===== src/rtl/mem_responder_pkg.sv =====
// mem_responder_pkg: shared types and geometry for the direct-mapped cache responder.
package mem_responder_pkg;
    typedef enum logic [1:0] {IDLE, FILL, RESP, WRITE} state_t;
    localparam int WORDS_PER_LINE = 4;
    localparam int OFFSET_LSB = 1;
    localparam int INDEX_LSB = 3;
    function automatic int tag_bits(input int index_bits);
        return 16 - INDEX_LSB - index_bits;
    endfunction
endpackage


===== src/rtl/mem_line_array.sv =====
// mem_line_array: valid/tag/data storage with async-read lookup and a synchronous write port.
module mem_line_array
    import mem_responder_pkg::*;
#(
    parameter int INDEX_BITS = 5,
    parameter int TAG_BITS = tag_bits(INDEX_BITS)
) (
    input  logic                  clk,
    input  logic                  rst_n,
    input  logic [INDEX_BITS-1:0] index,
    input  logic [1:0]            offset,
    output logic                  valid,
    output logic [TAG_BITS-1:0]   tag,
    output logic [15:0]           data,
    input  logic                  word_we,
    input  logic [1:0]            word_sel,
    input  logic [15:0]           word_data,
    input  logic                  tag_we,
    input  logic [TAG_BITS-1:0]   tag_data,
    input  logic                  valid_set,
    input  logic                  valid_clr
);
    localparam int LINES = 1 << INDEX_BITS;
    logic [LINES-1:0] valid_q;
    logic [TAG_BITS-1:0] tag_q [LINES];
    logic [15:0] data_q [LINES*WORDS_PER_LINE];
    assign valid = valid_q[index];
    assign tag = tag_q[index];
    assign data = data_q[{index, offset}];
    always_ff @(posedge clk or negedge rst_n)
        if (!rst_n) valid_q <= '0;
        else if (valid_set) valid_q[index] <= 1'b1;
        else if (valid_clr) valid_q[index] <= 1'b0;
    always_ff @(posedge clk) begin
        if (tag_we) tag_q[index] <= tag_data;
        if (word_we) data_q[{index, word_sel}] <= word_data;
    end
endmodule


===== src/rtl/mem_responder_dm.sv =====
// mem_responder_dm: direct-mapped write-through cache responder with word-by-word line fill.
// Define MEM_RESPONDER_STATS_EN to enable the saturating hit/miss counters.
module mem_responder_dm
    import mem_responder_pkg::*;
#(
    parameter int INDEX_BITS = 5
) (
    input  logic        clk,
    input  logic        rst_n,
    input  logic [15:0] Addr,
    input  logic [15:0] DataIn,
    input  logic        Rd,
    input  logic        Wr,
    output logic [15:0] DataOut,
    output logic        Done,
    output logic        Stall,
    output logic        CacheHit,
    output logic        err,
    output logic [15:0] mem_addr,
    output logic [15:0] mem_wdata,
    output logic        mem_rd,
    output logic        mem_wr,
    input  logic [15:0] mem_rdata,
    input  logic        mem_ack,
    output logic [15:0] hit_cnt,
    output logic [15:0] miss_cnt
);
    localparam int TAG_BITS = tag_bits(INDEX_BITS);
    localparam int TAG_LSB = INDEX_LSB + INDEX_BITS;
    state_t state;
    logic [1:0] wc, offset;
    logic [INDEX_BITS-1:0] index;
    logic [TAG_BITS-1:0] tag, line_tag;
    logic [15:0] line_data;
    logic line_valid, hit, rd, wr, idle, bad, rd_hit, rd_miss, wr_go, fill_ack, wr_ack;
    assign offset = Addr[OFFSET_LSB+1:OFFSET_LSB];
    assign index = Addr[TAG_LSB-1:INDEX_LSB];
    assign tag = Addr[15:TAG_LSB];
    // Requests are masked while reset is held so every output reads as idle.
    assign rd = Rd & rst_n;
    assign wr = Wr & rst_n;
    assign idle = state == IDLE;
    assign hit = line_valid && line_tag == tag;
    assign bad = idle && ((rd && wr) || ((rd || wr) && Addr[0]));
    assign rd_hit = idle && rd && !bad && hit;
    assign rd_miss = idle && rd && !bad && !hit;
    assign wr_go = idle && wr && !bad;
    assign fill_ack = state == FILL && mem_ack;
    assign wr_ack = state == WRITE && mem_ack;
    assign err = bad;
    assign Done = bad || rd_hit || state == RESP || wr_ack;
    assign Stall = rd_miss || wr_go || state == FILL || (state == WRITE && !mem_ack);
    assign CacheHit = rd_hit || (wr_ack && hit);
    assign DataOut = (rd_hit || state == RESP) ? line_data : 16'h0000;
    assign mem_rd = state == FILL;
    assign mem_wr = state == WRITE;
    assign mem_addr = state == FILL ? {Addr[15:INDEX_LSB], wc, 1'b0} : Addr;
    assign mem_wdata = DataIn;
    mem_line_array #(.INDEX_BITS(INDEX_BITS), .TAG_BITS(TAG_BITS)) lines (
        .clk(clk),
        .rst_n(rst_n),
        .index(index),
        .offset(offset),
        .valid(line_valid),
        .tag(line_tag),
        .data(line_data),
        .word_we(fill_ack || (wr_ack && hit)),
        .word_sel(state == FILL ? wc : offset),
        .word_data(state == FILL ? mem_rdata : DataIn),
        .tag_we(rd_miss),
        .tag_data(tag),
        .valid_set(fill_ack && wc == 2'd3),
        .valid_clr(rd_miss)
    );
    always_ff @(posedge clk or negedge rst_n)
        if (!rst_n) begin
            state <= IDLE;
            wc <= 2'd0;
        end else case (state)
            IDLE: begin
                wc <= 2'd0;
                state <= rd_miss ? FILL : wr_go ? WRITE : IDLE;
            end
            FILL: if (mem_ack) begin
                wc <= wc + 2'd1;
                state <= wc == 2'd3 ? RESP : FILL;
            end
            RESP: state <= IDLE;
            WRITE: state <= mem_ack ? IDLE : WRITE;
        endcase
`ifdef MEM_RESPONDER_STATS_EN
    always_ff @(posedge clk or negedge rst_n)
        if (!rst_n) begin
            hit_cnt <= 16'h0000;
            miss_cnt <= 16'h0000;
        end else begin
            if (Done && CacheHit && hit_cnt != 16'hFFFF) hit_cnt <= hit_cnt + 16'd1;
            if (Done && !CacheHit && !err && miss_cnt != 16'hFFFF) miss_cnt <= miss_cnt + 16'd1;
        end
`else
    assign hit_cnt = 16'h0000;
    assign miss_cnt = 16'h0000;
`endif
endmodule


===== config.mk =====
export PLATFORM = sky130hd
export DESIGN_NAME = mem_responder_dm
export DESIGN_NICKNAME = d
export VERILOG_FILES = /design/src/rtl/mem_responder_pkg.sv /design/src/rtl/mem_line_array.sv /design/src/rtl/mem_responder_dm.sv
export SDC_FILE = /design/constraint.sdc
export NUM_CORES = 2
export LEC_CHECK = 0
export ABC_CLOCK_PERIOD_IN_PS = 4300
export CAP_MARGIN = 20
export CORE_ASPECT_RATIO = 0.5
export CORE_MARGIN = 10
export CORE_UTILIZATION = 56
export DETAILED_ROUTE_END_ITERATION = 12
export PLACE_DENSITY = 0.75
export SKIP_CTS_REPAIR_TIMING = 1
export SLEW_MARGIN = 20
export SYNTH_ARGS = -nofsm -noshare
export SYNTH_HDL_FRONTEND = slang
export SYNTH_SLANG_ARGS = --single-unit

===== constraint.sdc =====
create_clock -name clk -period 4.3 [get_ports clk]
set_clock_uncertainty 0.05 [all_clocks]
set_input_delay 0.43 -clock clk [delete_from_list [all_inputs] [get_ports clk]]
set_output_delay 0.43 -clock clk [all_outputs]
set_load 0.01 [all_outputs]

# ---- Word level (Yosys, flattened, before mapping)
# Memory sizes are Yosys's and may differ from the RTL's.
# Index checks and enable logic that the tools add are counted.
dict set report classes {
  add_sub_neg 1
  n_lt_le_gt_ge 2
  n_eq_ne 6
  mux 22
  n_bitwise 5
  n_reduce_logical 34
}
# cell n
set ops {}
lappend ops {{two-way mux 32 bit} 2}
lappend ops {{bitwise AND 32 bit} 1}
lappend ops {{two-way mux 16 bit} 2}
lappend ops {{inverter 32 bit} 1}
lappend ops {{OR 32 bit} 1}
lappend ops {{logical AND 1 bit} 16}
lappend ops {{two-way mux 2 bit} 7}
lappend ops {{logical OR 1 bit} 11}
lappend ops {{== test 8 bit} 1}
lappend ops {{one-hot mux 2 bit (4 select lines)} 1}
lappend ops {{== test 2 bit (second input constant)} 3}
lappend ops {{< comparator 5 x 6 -> 1 bit (second input constant)} 1}
lappend ops {{two-way mux 1 bit} 6}
lappend ops {{binary-select mux 1 bit (select 5 bit)} 1}
lappend ops {{demux 1 bit (select 5 bit)} 1}
lappend ops {{greater-or-equal comparator 5 x 1 -> 1 bit (second input constant)} 1}
lappend ops {{one-hot mux 2 bit (2 select lines)} 1}
lappend ops {{nonzero test 2 bit} 2}
lappend ops {{zero test 1 bit} 3}
lappend ops {{two-way mux 3 bit} 1}
lappend ops {{adder 2 x 1 -> 2 bit (second input constant)} 1}
lappend ops {{bitwise AND 1 bit} 2}
lappend ops {{== test 2 x 1 -> 1 bit (second input constant)} 1}
lappend ops {{zero test 2 bit} 1}
lappend ops {{other kinds (2)} 2}
dict set report word_totals {
  reg_bits 36
  ram_bits 2304
  in_bits 53
  out_inout_bits 86
  word_cells 75
  mem_count 2
}
# memory words width read_ports rd_clocked_by_memory_dff wr line
set mem_list {}
lappend mem_list {lines.data_q 128 16 1 0 1 mem_line_array.sv:26} ;# logic [15:0] data_q [LINES*WORDS_PER_LINE];
lappend mem_list {lines.tag_q 32 8 1 0 1 mem_line_array.sv:25} ;# logic [TAG_BITS-1:0] tag_q [LINES];

# ---- Longest topological paths before layout
dict set report logic_depth {
  ltp_word 11
  ltp_mapped 16
  ltp_nobuf 8
}

# ---- Hierarchy
# From an unflattened synthesis, not the netlist that was laid out.
dict set report unflattened {
  cells_unflattened 4790
  hier_area_um2 91754.2
}
# module n_inst cells_per_inst area_each_um2 seq_area_each_um2
set modules_own_cells {}
lappend modules_own_cells {mem_line_array 1 4637 90463.0 69987.1}
lappend modules_own_cells {mem_responder_dm 1 153 1291.2 100.1}

# ---- Least setup slack after synthesis
# Ideal clock, no wire load.
dict set report synth_path {
  path_kind {input-to-reg}
  startpoint {in Addr[3]}
  endpoint {mem lines.data_q[16][0] (enable)}
  setup_ns 0.430
  arrival_time_ns 4.650
  t_required_ns 3.820
  path_slack_ns -0.830
  path_stages 15
  path_buffers 7
  path_cell_list {clkbuf_1 -> buf_4 -> buf_4 -> buf_4 -> buf_4 -> buf_2 -> mux2i_1 -> o22ai_1 -> nor4_1 -> nand2_1 -> xor2_1 -> nor3_2 -> a21oi_1 -> buf_2 -> nor4_1}
}
dict set report synth_between {
  elab_chain_cells 7
  word_cells_on_any_way 9
  cone_classes {eq/ne: 1; mux: 4; reduce/logical: 3; memory: 1}
}
# element line
set synth_rtl {}
lappend synth_rtl {{from (decl)} mem_responder_dm.sv:10} ;# input logic [15:0] Addr,
lappend synth_rtl {{memory read (32 x 8 bit) or binary-select mux 1 bit (select 5 bit) (tied branches)} --}
lappend synth_rtl {{== test 8 bit or two-way mux 1 bit (tied branches)} {mem_responder_dm.sv:43, mem_line_array.sv:27}}
lappend synth_rtl {{logical AND 1 bit} mem_responder_dm.sv:43} ;# assign hit = line_valid && line_tag == tag;
lappend synth_rtl {{logical AND 1 bit} mem_responder_dm.sv:67} ;# .word_we(fill_ack || (wr_ack && hit)),
lappend synth_rtl {{logical OR 1 bit} mem_responder_dm.sv:67}
lappend synth_rtl {{two-way mux 1 bit} mem_line_array.sv:36} ;# if (word_we) data_q[{index, word_sel}] <= word_data;
lappend synth_rtl {{two-way mux 1 bit (implied by the code)} mem_line_array.sv:36}
lappend synth_rtl {{to (decl)} mem_line_array.sv:26}
# Parallel ways exist; a longest one is shown, timed or not. The select of a mux whose other input is x is not followed.

# ---- Final worst setup path
dict set report layout_path {
  startpoint {mem lines.tag_q[29][6] (netlist name)}
  endpoint {out DataOut[8]}
}
dict set report layout_between {
  elab_chain_cells 6
}
# element line
set layout_rtl {}
lappend layout_rtl {{from (decl)} mem_line_array.sv:25}
lappend layout_rtl {{memory read (32 x 8 bit)} --}
lappend layout_rtl {{== test 8 bit} mem_responder_dm.sv:43}
lappend layout_rtl {{logical AND 1 bit} mem_responder_dm.sv:43}
lappend layout_rtl {{logical AND 1 bit} mem_responder_dm.sv:45} ;# assign rd_hit = idle && rd && !bad && hit;
lappend layout_rtl {{logical OR 1 bit} mem_responder_dm.sv:54} ;# assign DataOut = (rd_hit || state == RESP) ? line_data : 16'h0000;
lappend layout_rtl {{two-way mux 16 bit} mem_responder_dm.sv:54}
lappend layout_rtl {{to (decl)} mem_responder_dm.sv:14} ;# output logic [15:0] DataOut,
# No other way between the ends.

==> results.json <==
{
  "layout_setup_ws_ps": -28.4,
  "max_freq_ghz": 0.231,
  "cp-end-kind": "output port",
  "path_cells": "mux2i_2 > buf_4 > o22ai_4 > nor4_4 > a21oi_1 > or4_4 > nor4_4 > buf_4 > a21oi_4 > buf_12 > buf_12 > a211oi_2 > buf_2",
  "synth.area.top_cells": "edfxtp_1, mux4_2, mux2i_1",
  "wl_met2_mm": 117,
  "hold_path.class": "in2reg",
  "synth_seq_cells": 2340,
  "start_util_pct": 56.6,
  "die_y_um": 306,
  "cpPeakStageDelay_ps": 520,
  "drv_cap": 0,
  "area_delta_synth_final_pct": 17.9,
  "dp_hpwl_mm": 144,
  "first_pass_iters": 6,
  "yosys_warnings": 0,
  "vias": 46600,
  "drcViolationCount": 0,
  "antenna_found_initial": 19,
  "rows": 104,
  "crit_slowest_cell": "or4_4",
  "violations": "negative setup slack",
  "highest_layer": "met5",
  "critPathRequiredTime_ps": 3820,
  "detail-route-antenna-nets": 0,
  "grt_usage_pct": 26.7,
  "cp_max_fo": 7,
  "tightest_slew_ps": 1090,
  "coreArea_mm2": 0.162,
  "place_area_mm2": 0.101,
  "wl_mm": 242,
  "grt_pass1_vias": 47300,
  "layout_common_cells": "edfxtp_1, mux4_2, buf_4, clkbuf_16, buf_12",
  "crit_family": "simple AND/OR/NAND/NOR gates",
  "insertion_delay_ps": 830,
  "wl_met3_mm": 29.5,
  "final_area_mm2": 0.108,
  "grt_overflow": 0,
  "synth_flop_cell": "edfxtp_1",
  "h-tree-depth": 4,
  "gp_congestion": 0.901,
  "path_buf_inv": 5,
  "num-fill-cells": 9610,
  "outcome": "finished, violations left",
  "final_layout_size_suffix_gt1_share_pct": 35.4,
  "maxSlewViolCount": 0,
  "dp_cells": 6544,
  "period_minus_slack_ps": 4330,
  "root_buffer": "clkbuf_16",
  "yosysTopAreaCell": "edfxtp_1",
  "drt-met1-wl_mm": 89.0,
  "drt_iter0_markers": 6969,
  "die-area_mm2": 0.181,
  "die_x_um": 592,
  "rsz0062_at_grt": "yes",
  "power_density_mw_per_mm2": 475,
  "synth_cell_types": 48,
  "grt_max_degree": 90,
  "place_worst_setup_slack_ps": -520,
  "cts_made_buffers": 191,
  "synth_edf_count": 2304,
  "leakagePower_nw": 34.2,
  "numClockSinks": 2340,
  "final_hold_viol_count": 0,
  "startpoint_type": "register",
  "fin_nets": 4621,
  "syn-cell-area_mm2": 0.0916,
  "fin_crit_sh_pct": 101,
  "syn_inst": 4043,
  "irDropWorstVdd_mv": 0.376,
  "vias_per_cell": 6.76,
  "setup_viol": 2,
  "wl_per_cell_um": 35.1,
  "portBuffers": 106,
  "synth_top_area_share_pct": 75.5,
  "grt_pass1_wl_mm": 350,
  "worstPathArrival_ps": 3850,
  "syn_area_per_cell_um2": 22.7,
  "clock_path_buffers": 3,
  "cts_tree": "built",
  "final_common_cell": "edfxtp_1",
  "relSlewSlack_pct": 26.9,
  "ys_seq_area_share_pct": 76.5,
  "async_flop_share_pct": 1.54,
  "path_class": "reg2out",
  "path_clk_slew_ps": 80,
  "ioPinCount": 139,
  "final_cells": 6899
}
where the power goes:
group	internal (W)	leakage, nW	switching, W
Combinational	0.00171	10.0	0.00450
Clock	0.00971	3.05	0.00812
Sequential	0.0271	21.1	0.0000876
Total	0.0386	34.2	0.0127
sequential cells by signal, indices dropped and copies added (netlist names), named ones only:
name / flops
lines.tag_q: 256
lines.data_q: 2048
wc: 2
state: 2
cell usage after synthesis, types with 4 or more instances:
library cell  count
nand4b_1          5
edfxtp_1       2304
mux4_2          677
o22a_1           19
nand2_1          56
a22oi_1           8
nand4bb_1         6
buf_2            42
nor3_2           11
o22ai_1          70
nand4_1          17
nand2b_1          6
and3_1            4
nor2b_1           9
nor2_1           69
or4b_1            4
a2111oi_0        18
mux2_2           20
dfrtp_1          36
nor3_1          128
a21oi_1           9
inv_1            19
nand3_1          17
o21ai_0           8
clkbuf_1        172
and2_1            5
buf_1            30
buf_4            70
mux2i_1         138
or3_1             7
nor4_1           34
path summary, 6_finish.rpt:
check | from | to | slack (ps) | cells past startpoint
max reg2reg | lines.tag_q[7][2]$_DFFE_PP_ | lines.tag_q[6][3]$_DFFE_PP_ | 440 | 11
max in group asynchronous | rst_n | async pin | 3520 | 3
min | Addr[3] | lines.tag_q[2][1]$_DFFE_PP_ | 130 | 2
min reg2reg | register | register | 460 | 1
min in group asynchronous | rst_n | async pin | 310 | 3
max | lines.tag_q[29][6]$_DFFE_PP_ | DataOut[8] | -30 | 13
worst reg2reg max path: cells and delay by family, from the launching register on:
family                    cells  cell delay [ps]
muxes                         1              290
and+or+nand+nor               5             1700
DFF                           1              360
AOI/OAI and AO/OA             1              210
xor gates and xnor gates      1              290
buffers and inverters         3              560
per-stage QoR:
stage | hold slack, ps | TNS (ps) | utilization (%) | total power [W]
floorplan | 84.4 | -42100 | - | 0.0308
global placement | 434 | -352520 | 62.7 | 0.0335
detailed placement | 447 | -429250 | 62.7 | 0.0338
CTS | -262 | -10810 | 66.6 | 0.0513
global route | 120 | -505 | 66.8 | 0.0526
finish | 132 | -34.0 | 66.8 | 0.0513
cell type report:
class                      instances  area (µm²)  share of cell area (%)
antenna                            7        17.5                  0.0162
inverter                          19        71.3                  0.0660
timing repair buffer             616        6970                    6.45
clock buffer                     230        4950                    4.58
sequential                      2340       70100                    64.9
tap                             2173        2720                    2.52
clock inverter                   115        1340                    1.24
multi-input combinational       1399       21800                    20.2
cell families after synthesis:
family / count (synthesis) / share of synthesized area (%)
DFF: 2340 / 76.5
muxes: 835 / 18.4
and+or+nand+nor: 383 / 2.20
buffers and inverters: 335 / 1.73
AOI/OAI and AO/OA: 144 / 1.12
xor gates and xnor gates: 3 / 0.0287
adders and majority gates: 2 / 0.0246
other: 1 / 0.00409
routing by layer:
layer  vias to the layer above  global-route usage [%]
met5                         -                       0
met4                        14                    7.85
met3                       422                    6.48
met2                      3213                    42.2
met1                     24700                    37.7
li1                      18300                       -
Note: power is estimated with default switching activity, not from simulation.
